## config.mk

```make
export PLATFORM = sky130hd
export DESIGN_NAME = apb_req_arbiter
export DESIGN_NICKNAME = d
export VERILOG_FILES = /design/src/rtl/apb_arb_pkg.sv /design/src/rtl/apb_req_arbiter_rr_pick.sv /design/src/rtl/apb_req_arbiter.sv
export SDC_FILE = /design/constraint.sdc
export NUM_CORES = 1
export LEC_CHECK = 0
export ABC_AREA = 1
export CAP_MARGIN = 5
export CORE_AREA = 2 2 62 122
export CTS_CLUSTER_DIAMETER = 30
export DETAILED_ROUTE_END_ITERATION = 7
export DIE_AREA = 0 0 64 124
export PLACE_DENSITY_LB_ADDON = 0.1
export SLEW_MARGIN = 5
export SYNTH_ARGS = -nofsm -noshare
export SYNTH_HDL_FRONTEND = slang
export SYNTH_HIERARCHICAL = 1
export SYNTH_SLANG_ARGS = --single-unit
```

## constraint.sdc

```tcl
create_clock -name PCLK -period 1.5 [get_ports PCLK]
set_input_delay 0.225 -clock PCLK [delete_from_list [all_inputs] [get_ports PCLK]]
set_output_delay 0.225 -clock PCLK [all_outputs]
set_load 0.005 [all_outputs]
```

## src/rtl/apb_arb_pkg.sv

```systemverilog
// Shared state encoding, default widths and round-robin helper for apb_req_arbiter.
package apb_arb_pkg;

    localparam int DEF_NREQ    = 2;
    localparam int DEF_ADDR_W  = 8;
    localparam int DEF_DATA_W  = 8;
    localparam int DEF_TIMEOUT = 16;

    typedef enum logic [1:0] {
        ST_IDLE   = 2'd0,
        ST_SETUP  = 2'd1,
        ST_ACCESS = 2'd2
    } state_e;

    function automatic int rr_inc(input int idx, input int n);
        return (idx + 1 >= n) ? 0 : idx + 1;
    endfunction

endpackage

```

## src/rtl/apb_req_arbiter_rr_pick.sv

```systemverilog
// Combinational round-robin picker: first set request at or above ptr, wrapping.
module rr_pick #(
    parameter int NREQ = 2,
    parameter int IW   = 1
) (
    input  logic [NREQ-1:0] req,
    input  logic [IW-1:0]   ptr,
    output logic [IW-1:0]   idx,
    output logic            any
);

    logic [IW-1:0] k;

    // Walk offsets high to low so the smallest offset from ptr is written last and wins.
    always_comb begin
        idx = '0;
        k   = '0;
        for (int i = NREQ - 1; i >= 0; i--) begin
            k = IW'((int'(ptr) + i) % NREQ);
            if (req[k]) idx = k;
        end
    end

    assign any = |req;

endmodule

```

## src/rtl/apb_req_arbiter.sv

```systemverilog
// Round-robin arbiter sharing one APB master port among NREQ requesters.
// Define APB_TIMEOUT_EN to abort an ACCESS phase after TIMEOUT cycles without PREADY.
import apb_arb_pkg::*;

module apb_req_arbiter #(
    parameter int NREQ    = DEF_NREQ,
    parameter int ADDR_W  = DEF_ADDR_W,
    parameter int DATA_W  = DEF_DATA_W,
    parameter int TIMEOUT = DEF_TIMEOUT
) (
    input  logic                     PCLK,
    input  logic                     PRESETn,
    input  logic [NREQ-1:0]          req_valid,
    input  logic [NREQ-1:0]          req_write,
    input  logic [NREQ*ADDR_W-1:0]   req_addr,
    input  logic [NREQ*DATA_W-1:0]   req_wdata,
    output logic [NREQ-1:0]          req_done,
    output logic [DATA_W-1:0]        req_rdata,
    output logic                     req_err,
    output logic                     busy,
    output logic                     PSEL,
    output logic                     PENABLE,
    output logic                     PWRITE,
    output logic [ADDR_W-1:0]        PADDR,
    output logic [DATA_W-1:0]        PWDATA,
    input  logic [DATA_W-1:0]        PRDATA,
    input  logic                     PREADY,
    input  logic                     PSLVERR
);

    localparam int IW = (NREQ > 1) ? $clog2(NREQ) : 1;

    state_e                      state_q, state_d;
    logic [IW-1:0]               ptr_q, ptr_d, win_q, win_d;
    logic                        psel_q, psel_d, penable_q, penable_d, pwrite_q, pwrite_d;
    logic [ADDR_W-1:0]           paddr_q, paddr_d;
    logic [DATA_W-1:0]           pwdata_q, pwdata_d, rdata_q, rdata_d;
    logic [NREQ-1:0]             done_q, done_d;
    logic                        err_q, err_d;

    logic [NREQ-1:0][ADDR_W-1:0] addr_a;
    logic [NREQ-1:0][DATA_W-1:0] wdata_a;
    logic [NREQ-1:0]             win_oh, pick_req;
    logic [IW-1:0]               pick_idx;
    logic                        pick_any, expire, grant;

    assign addr_a  = req_addr;
    assign wdata_a = req_wdata;

    // One picker serves both IDLE arbitration and the back-to-back decision,
    // where the finishing winner is masked out.
    always_comb begin
        win_oh        = '0;
        win_oh[win_q] = 1'b1;
        pick_req      = (state_q == ST_ACCESS) ? (req_valid & ~win_oh) : req_valid;
    end

    rr_pick #(.NREQ(NREQ), .IW(IW)) u_pick (
        .req (pick_req),
        .ptr (ptr_q),
        .idx (pick_idx),
        .any (pick_any)
    );

`ifdef APB_TIMEOUT_EN
    localparam int TW = $clog2(TIMEOUT + 1);
    logic [TW-1:0] tmo_q, tmo_d;

    always_comb begin
        tmo_d  = '0;
        if (state_q == ST_ACCESS && !PREADY) tmo_d = tmo_q + TW'(1);
        expire = (state_q == ST_ACCESS) && !PREADY && (tmo_q == TW'(TIMEOUT - 1));
    end

    always_ff @(posedge PCLK or negedge PRESETn) begin
        if (!PRESETn) tmo_q <= '0;
        else          tmo_q <= tmo_d;
    end
`else
    assign expire = 1'b0;
`endif

    always_comb begin
        state_d   = state_q;
        ptr_d     = ptr_q;
        win_d     = win_q;
        psel_d    = psel_q;
        penable_d = penable_q;
        pwrite_d  = pwrite_q;
        paddr_d   = paddr_q;
        pwdata_d  = pwdata_q;
        done_d    = '0;
        rdata_d   = '0;
        err_d     = 1'b0;
        grant     = 1'b0;
        unique case (state_q)
            ST_IDLE: grant = pick_any;
            ST_SETUP: begin
                penable_d = 1'b1;
                state_d   = ST_ACCESS;
            end
            ST_ACCESS: begin
                if (PREADY || expire) begin
                    done_d    = win_oh;
                    rdata_d   = (PREADY && !pwrite_q) ? PRDATA : '0;
                    err_d     = PREADY ? PSLVERR : 1'b1;
                    psel_d    = 1'b0;
                    penable_d = 1'b0;
                    state_d   = ST_IDLE;
                    grant     = PREADY && pick_any;
                end
            end
            default: state_d = ST_IDLE;
        endcase
        if (grant) begin
            win_d     = pick_idx;
            ptr_d     = IW'(rr_inc(int'(pick_idx), NREQ));
            pwrite_d  = req_write[pick_idx];
            paddr_d   = addr_a[pick_idx];
            pwdata_d  = wdata_a[pick_idx];
            psel_d    = 1'b1;
            penable_d = 1'b0;
            state_d   = ST_SETUP;
        end
    end

    always_ff @(posedge PCLK or negedge PRESETn) begin
        if (!PRESETn) begin
            state_q   <= ST_IDLE;
            ptr_q     <= '0;
            win_q     <= '0;
            psel_q    <= 1'b0;
            penable_q <= 1'b0;
            pwrite_q  <= 1'b0;
            paddr_q   <= '0;
            pwdata_q  <= '0;
            done_q    <= '0;
            rdata_q   <= '0;
            err_q     <= 1'b0;
        end else begin
            state_q   <= state_d;
            ptr_q     <= ptr_d;
            win_q     <= win_d;
            psel_q    <= psel_d;
            penable_q <= penable_d;
            pwrite_q  <= pwrite_d;
            paddr_q   <= paddr_d;
            pwdata_q  <= pwdata_d;
            done_q    <= done_d;
            rdata_q   <= rdata_d;
            err_q     <= err_d;
        end
    end

    assign PSEL      = psel_q;
    assign PENABLE   = penable_q;
    assign PWRITE    = pwrite_q;
    assign PADDR     = paddr_q;
    assign PWDATA    = pwdata_q;
    assign req_done  = done_q;
    assign req_rdata = rdata_q;
    assign req_err   = err_q;
    assign busy      = psel_q;

endmodule

```

==> metrics.json, run 1 <==
{
  "cells_and_area": {
    "insertedDiodeCount": 0,
    "design.final.nets": 344,
    "multi_input_area_um2": 632,
    "nFillCells": 691,
    "ff_latch_area_um2": 851,
    "postLayoutCellArea_um2": 2850,
    "final_layout_size_suffix_gt1_share_pct": 17.2,
    "final_core_util_pct": 41.1,
    "area_growth_pct": 82.4
  },
  "cts": {
    "insertion_delay_ns": 0.27,
    "tritoncts.num_buffers": 5,
    "postCtsHoldBufs": 0,
    "number_of_buffers_on_the_longest_clock_path": 2,
    "cts_tree": "yes",
    "cts_htree_levels": 2,
    "cts.root.buffer_cell": "sky130_fd_sc_hd__clkbuf_16",
    "clkSlewWorstSetupHoldPaths_ns": 0.05,
    "clock-sinks": 34
  },
  "drt": {
    "wl_mm": 4.80,
    "final_antenna_net_count": 0,
    "dr.pass1.iters": 4,
    "detail_route.drc_violations": 0,
    "routed-wl-met2_mm": 2.93,
    "routed_wire_length_per_instance_um": 12.4,
    "dr_total_vias": 1540,
    "detailroute.wirelength.met3_um": 203,
    "route.top_layer_used": "met4",
    "wirelength_met1_mm": 1.59,
    "via_cell_ratio": 3.98,
    "dr.first_iter.drc_count": 37
  },
  "critical_path": {
    "rr_worst_depth": 10,
    "worst_r2r_endpoint": "PWDATA[2]",
    "worst-endpoint-required_ns": 1.71,
    "setup.reg_to_reg.worst_slack_ns": -0.04,
    "crit_buf_inv": 3,
    "cpLargestDelayFamily": "buffers and inverters",
    "largest_stage_delay_on_the_critical_path_ns": 0.40,
    "worst-setup-path-type": "reg2reg",
    "path_common_cell": "sky130_fd_sc_hd__nand2_1",
    "rr_startpoint": "state_q[1]",
    "cp_slowest_cell": "sky130_fd_sc_hd__dfrtp_1",
    "critPathLaunchType": "flop",
    "setup.worst_path.end_class": "flop",
    "critical_path_cell_by_cell": "inv_2, nor2_4, a21boi_2, buf_4, a21oi_4, clkbuf_16, nand2_1, o21ai_0, nand2_1, nand2_1",
    "timing.critical_path.arrival_ns": 1.75,
    "timing.critical_path.fanout_max": 18
  },
  "global_route": {
    "grt_overflow_total": 0,
    "initial_antenna_violation_count": 0,
    "grt_first_pass_wirelength_mm": 7.13,
    "grt_start_max_net_pins": 37,
    "grt_util_all_layers_pct": 11.9,
    "vias_in_the_first_global_route": 1490
  },
  "sta": {
    "max_clock_freq_ghz": 0.649,
    "setup_tns_ns": -0.527,
    "slew-limit-headroom_pct": 70.7,
    "finalHoldViolations": 34,
    "final.setup.worst_slack_ns": -0.0398,
    "finClkSkew_ns": 0.00268,
    "worst_slew_pin_slew_ns": 0.440,
    "holdWs_ns": -0.0141,
    "final-setup-viol-count": 19,
    "finalCritPeriodShare_pct": 103,
    "rsz0062_at_grt": "true",
    "fin_crit_ns": 1.54,
    "slew_viol_final": 0
  },
  "min_path": {
    "min_path_type": "in2async"
  },
  "yosys": {
    "synthesis.area_per_instance_um2": 7.78,
    "synth_area_leaders": "sky130_fd_sc_hd__dfrtp_1, sky130_fd_sc_hd__nand2_1, sky130_fd_sc_hd__inv_1",
    "area_fraction_in_compound_gates_after_synthesis_pct": 7.20,
    "synth.lib_cells_used.distinct": 20,
    "synth_mux_area_share_pct": 0,
    "synth_top_family_by_area": "simple AND/OR/NAND/NOR gates",
    "yosys_register_bits": 34,
    "synth_top_cell_area_share_pct": 54.4,
    "synthSimpleGateAreaFrac_pct": 28.2,
    "synth.cell_area_um2": 1560,
    "post_synth_xor_area_fraction_pct": 0,
    "synth_largest_area_cell": "sky130_fd_sc_hd__dfrtp_1",
    "ys_warn_count": 6,
    "synth_fp_nets": 249,
    "yosysSeqAreaShare_pct": 54.4,
    "postSynthCellCount": 201,
    "synthesized_area_fraction_occupied_by_adder_cells_pct": 0
  },
  "power_and_ir_drop": {
    "power.density_cell_area_nw_per_um2": 1720,
    "cellLeakagePower_uw": 0.00137,
    "ir_drop_v": 0.000806
  },
  "floorplanning": {
    "core.rowCount": 43,
    "floorplan.core_area_um2": 6940,
    "die_w_um": 64,
    "io_pins": 79,
    "initial_utilization_pct": 22.5,
    "chipHeight_um": 124,
    "floorplan.die_area_um2": 7940
  },
  "placement": {
    "io_buffer_count": 78,
    "placedInstanceArea_um2": 2500,
    "globalplace.congestion": 0.786,
    "dp_hpwl_mm": 3.31
  },
  "status": {
    "violations": "negative hold slack, negative setup slack",
    "outcome": "complete, but fails checks"
  },
  "job": {
    "max_cap_viol_count": 0
  }
}
==> placed cells by master (no fill, tap or decap), types with 2 or more instances in the layout <==
cell	count
sky130_fd_sc_hd__nand2_2	10
sky130_fd_sc_hd__nand2_1	79
sky130_fd_sc_hd__dfrtp_1	34
sky130_fd_sc_hd__inv_1	22
sky130_fd_sc_hd__buf_12	3
sky130_fd_sc_hd__clkdlybuf4s50_1	77
sky130_fd_sc_hd__inv_2	3
sky130_fd_sc_hd__o21ai_0	7
sky130_fd_sc_hd__o21ai_1	10
sky130_fd_sc_hd__buf_4	11
sky130_fd_sc_hd__buf_6	2
sky130_fd_sc_hd__nor2_4	3
sky130_fd_sc_hd__o21ai_2	2
sky130_fd_sc_hd__clkbuf_16	8
sky130_fd_sc_hd__nor2_1	12
sky130_fd_sc_hd__nand2_4	2
==> cells in the mapped netlist <==
cell type,n
sky130_fd_sc_hd__buf_4,4
sky130_fd_sc_hd__nand2_1,90
sky130_fd_sc_hd__buf_6,2
sky130_fd_sc_hd__o21ai_0,12
sky130_fd_sc_hd__buf_2,2
sky130_fd_sc_hd__o21ai_1,7
sky130_fd_sc_hd__nor3_1,1
sky130_fd_sc_hd__clkbuf_1,1
sky130_fd_sc_hd__nor2_4,1
sky130_fd_sc_hd__or2_1,2
sky130_fd_sc_hd__nand3_1,1
sky130_fd_sc_hd__nand2_2,1
sky130_fd_sc_hd__a21oi_1,2
sky130_fd_sc_hd__nand3b_1,1
sky130_fd_sc_hd__inv_2,1
sky130_fd_sc_hd__inv_1,24
sky130_fd_sc_hd__a21boi_0,1
sky130_fd_sc_hd__nor2_1,13
sky130_fd_sc_hd__dfrtp_1,34
sky130_fd_sc_hd__nor2_2,1
==> flip-flops by register name, indices dropped and copies added (netlist names) <==
register   flops
PADDR          8
PWDATA         8
req_rdata      8
req_done       2
state_q        2
PENABLE        1
PSEL           1
PWRITE         1
ptr_q          1
req_err        1
win_q          1
==> what timing repair did <==
item | CTS | global route
endpoints found under the setup margin | 21 | 21
buffers inserted | 2 | 2
pin swaps | 2 | 5
resized for setup | 7 | 20
cloned | 0 | 4
==> layout make-up <==
class	count	share of cell area [%]
Tap cell	90	3.95
Clock buffer	7	5.00
Sequential cell	34	29.8
Inverter	25	3.29
Timing Repair Buffer	97	35.6
Multi-Input combinational cell	133	22.1
Clock inverter	1	0.175
==> kinds of logic after synthesis <==
family	count (synthesis)
flip-flops	34
AND/OR/NAND/NOR	111
AO/OA/AOI/OAI	22
buffers and inverters	34
==> report_power, final <==
group | internal [µW] | switching, µW | total (µW)
sequential | 1250 | 197 | 1450
clock | 657 | 350 | 1010
combinational | 1370 | 1090 | 2460
==> per-layer routing <==
metal | global-route usage, % | up-vias
li1 | - | 790
met1 | 10.6 | 689
met2 | 24.6 | 54
met3 | 2.53 | 7
met4 | 4.89 | 0
met5 | 0 | -
==> through the flow <==
stage          instances  setup slack, ns  power (µW)  hold WS, ns
6_report             387          -0.0398        4920      -0.0141
5_1_grt              387           -0.149        5290       0.0229
4_1_cts              381          -0.0520        4620      0.00944
3_5_place_dp         371           -0.315        3470        0.299
3_3_place_gp         371           -0.253        3460        0.296
2_1_floorplan        201           0.0171        2370      -0.0706
==> worst max-delay path by stage <==
stage	from	endpoint	slack (ns)	depth (start not counted)
floorplan	state_q[0]	PSEL	0.02	10
global placement	req_valid[0]	PWDATA[4]	-0.25	9
detailed placement	req_valid[0]	PWDATA[0]	-0.32	9
CTS	state_q[0]	PADDR[5]	-0.05	11
global route	state_q[1]	PADDR[0]	-0.15	10
finish	state_q[1]	PWDATA[2]	-0.04	10
Power figures use the tool's default switching activity.
==> inputs of run 2 (changes only) <==
Settings changed: CAP_MARGIN 5 to 20.
==> results of run 2 <==
No change in the layout: final DEF, timing and power equal those of run 1.
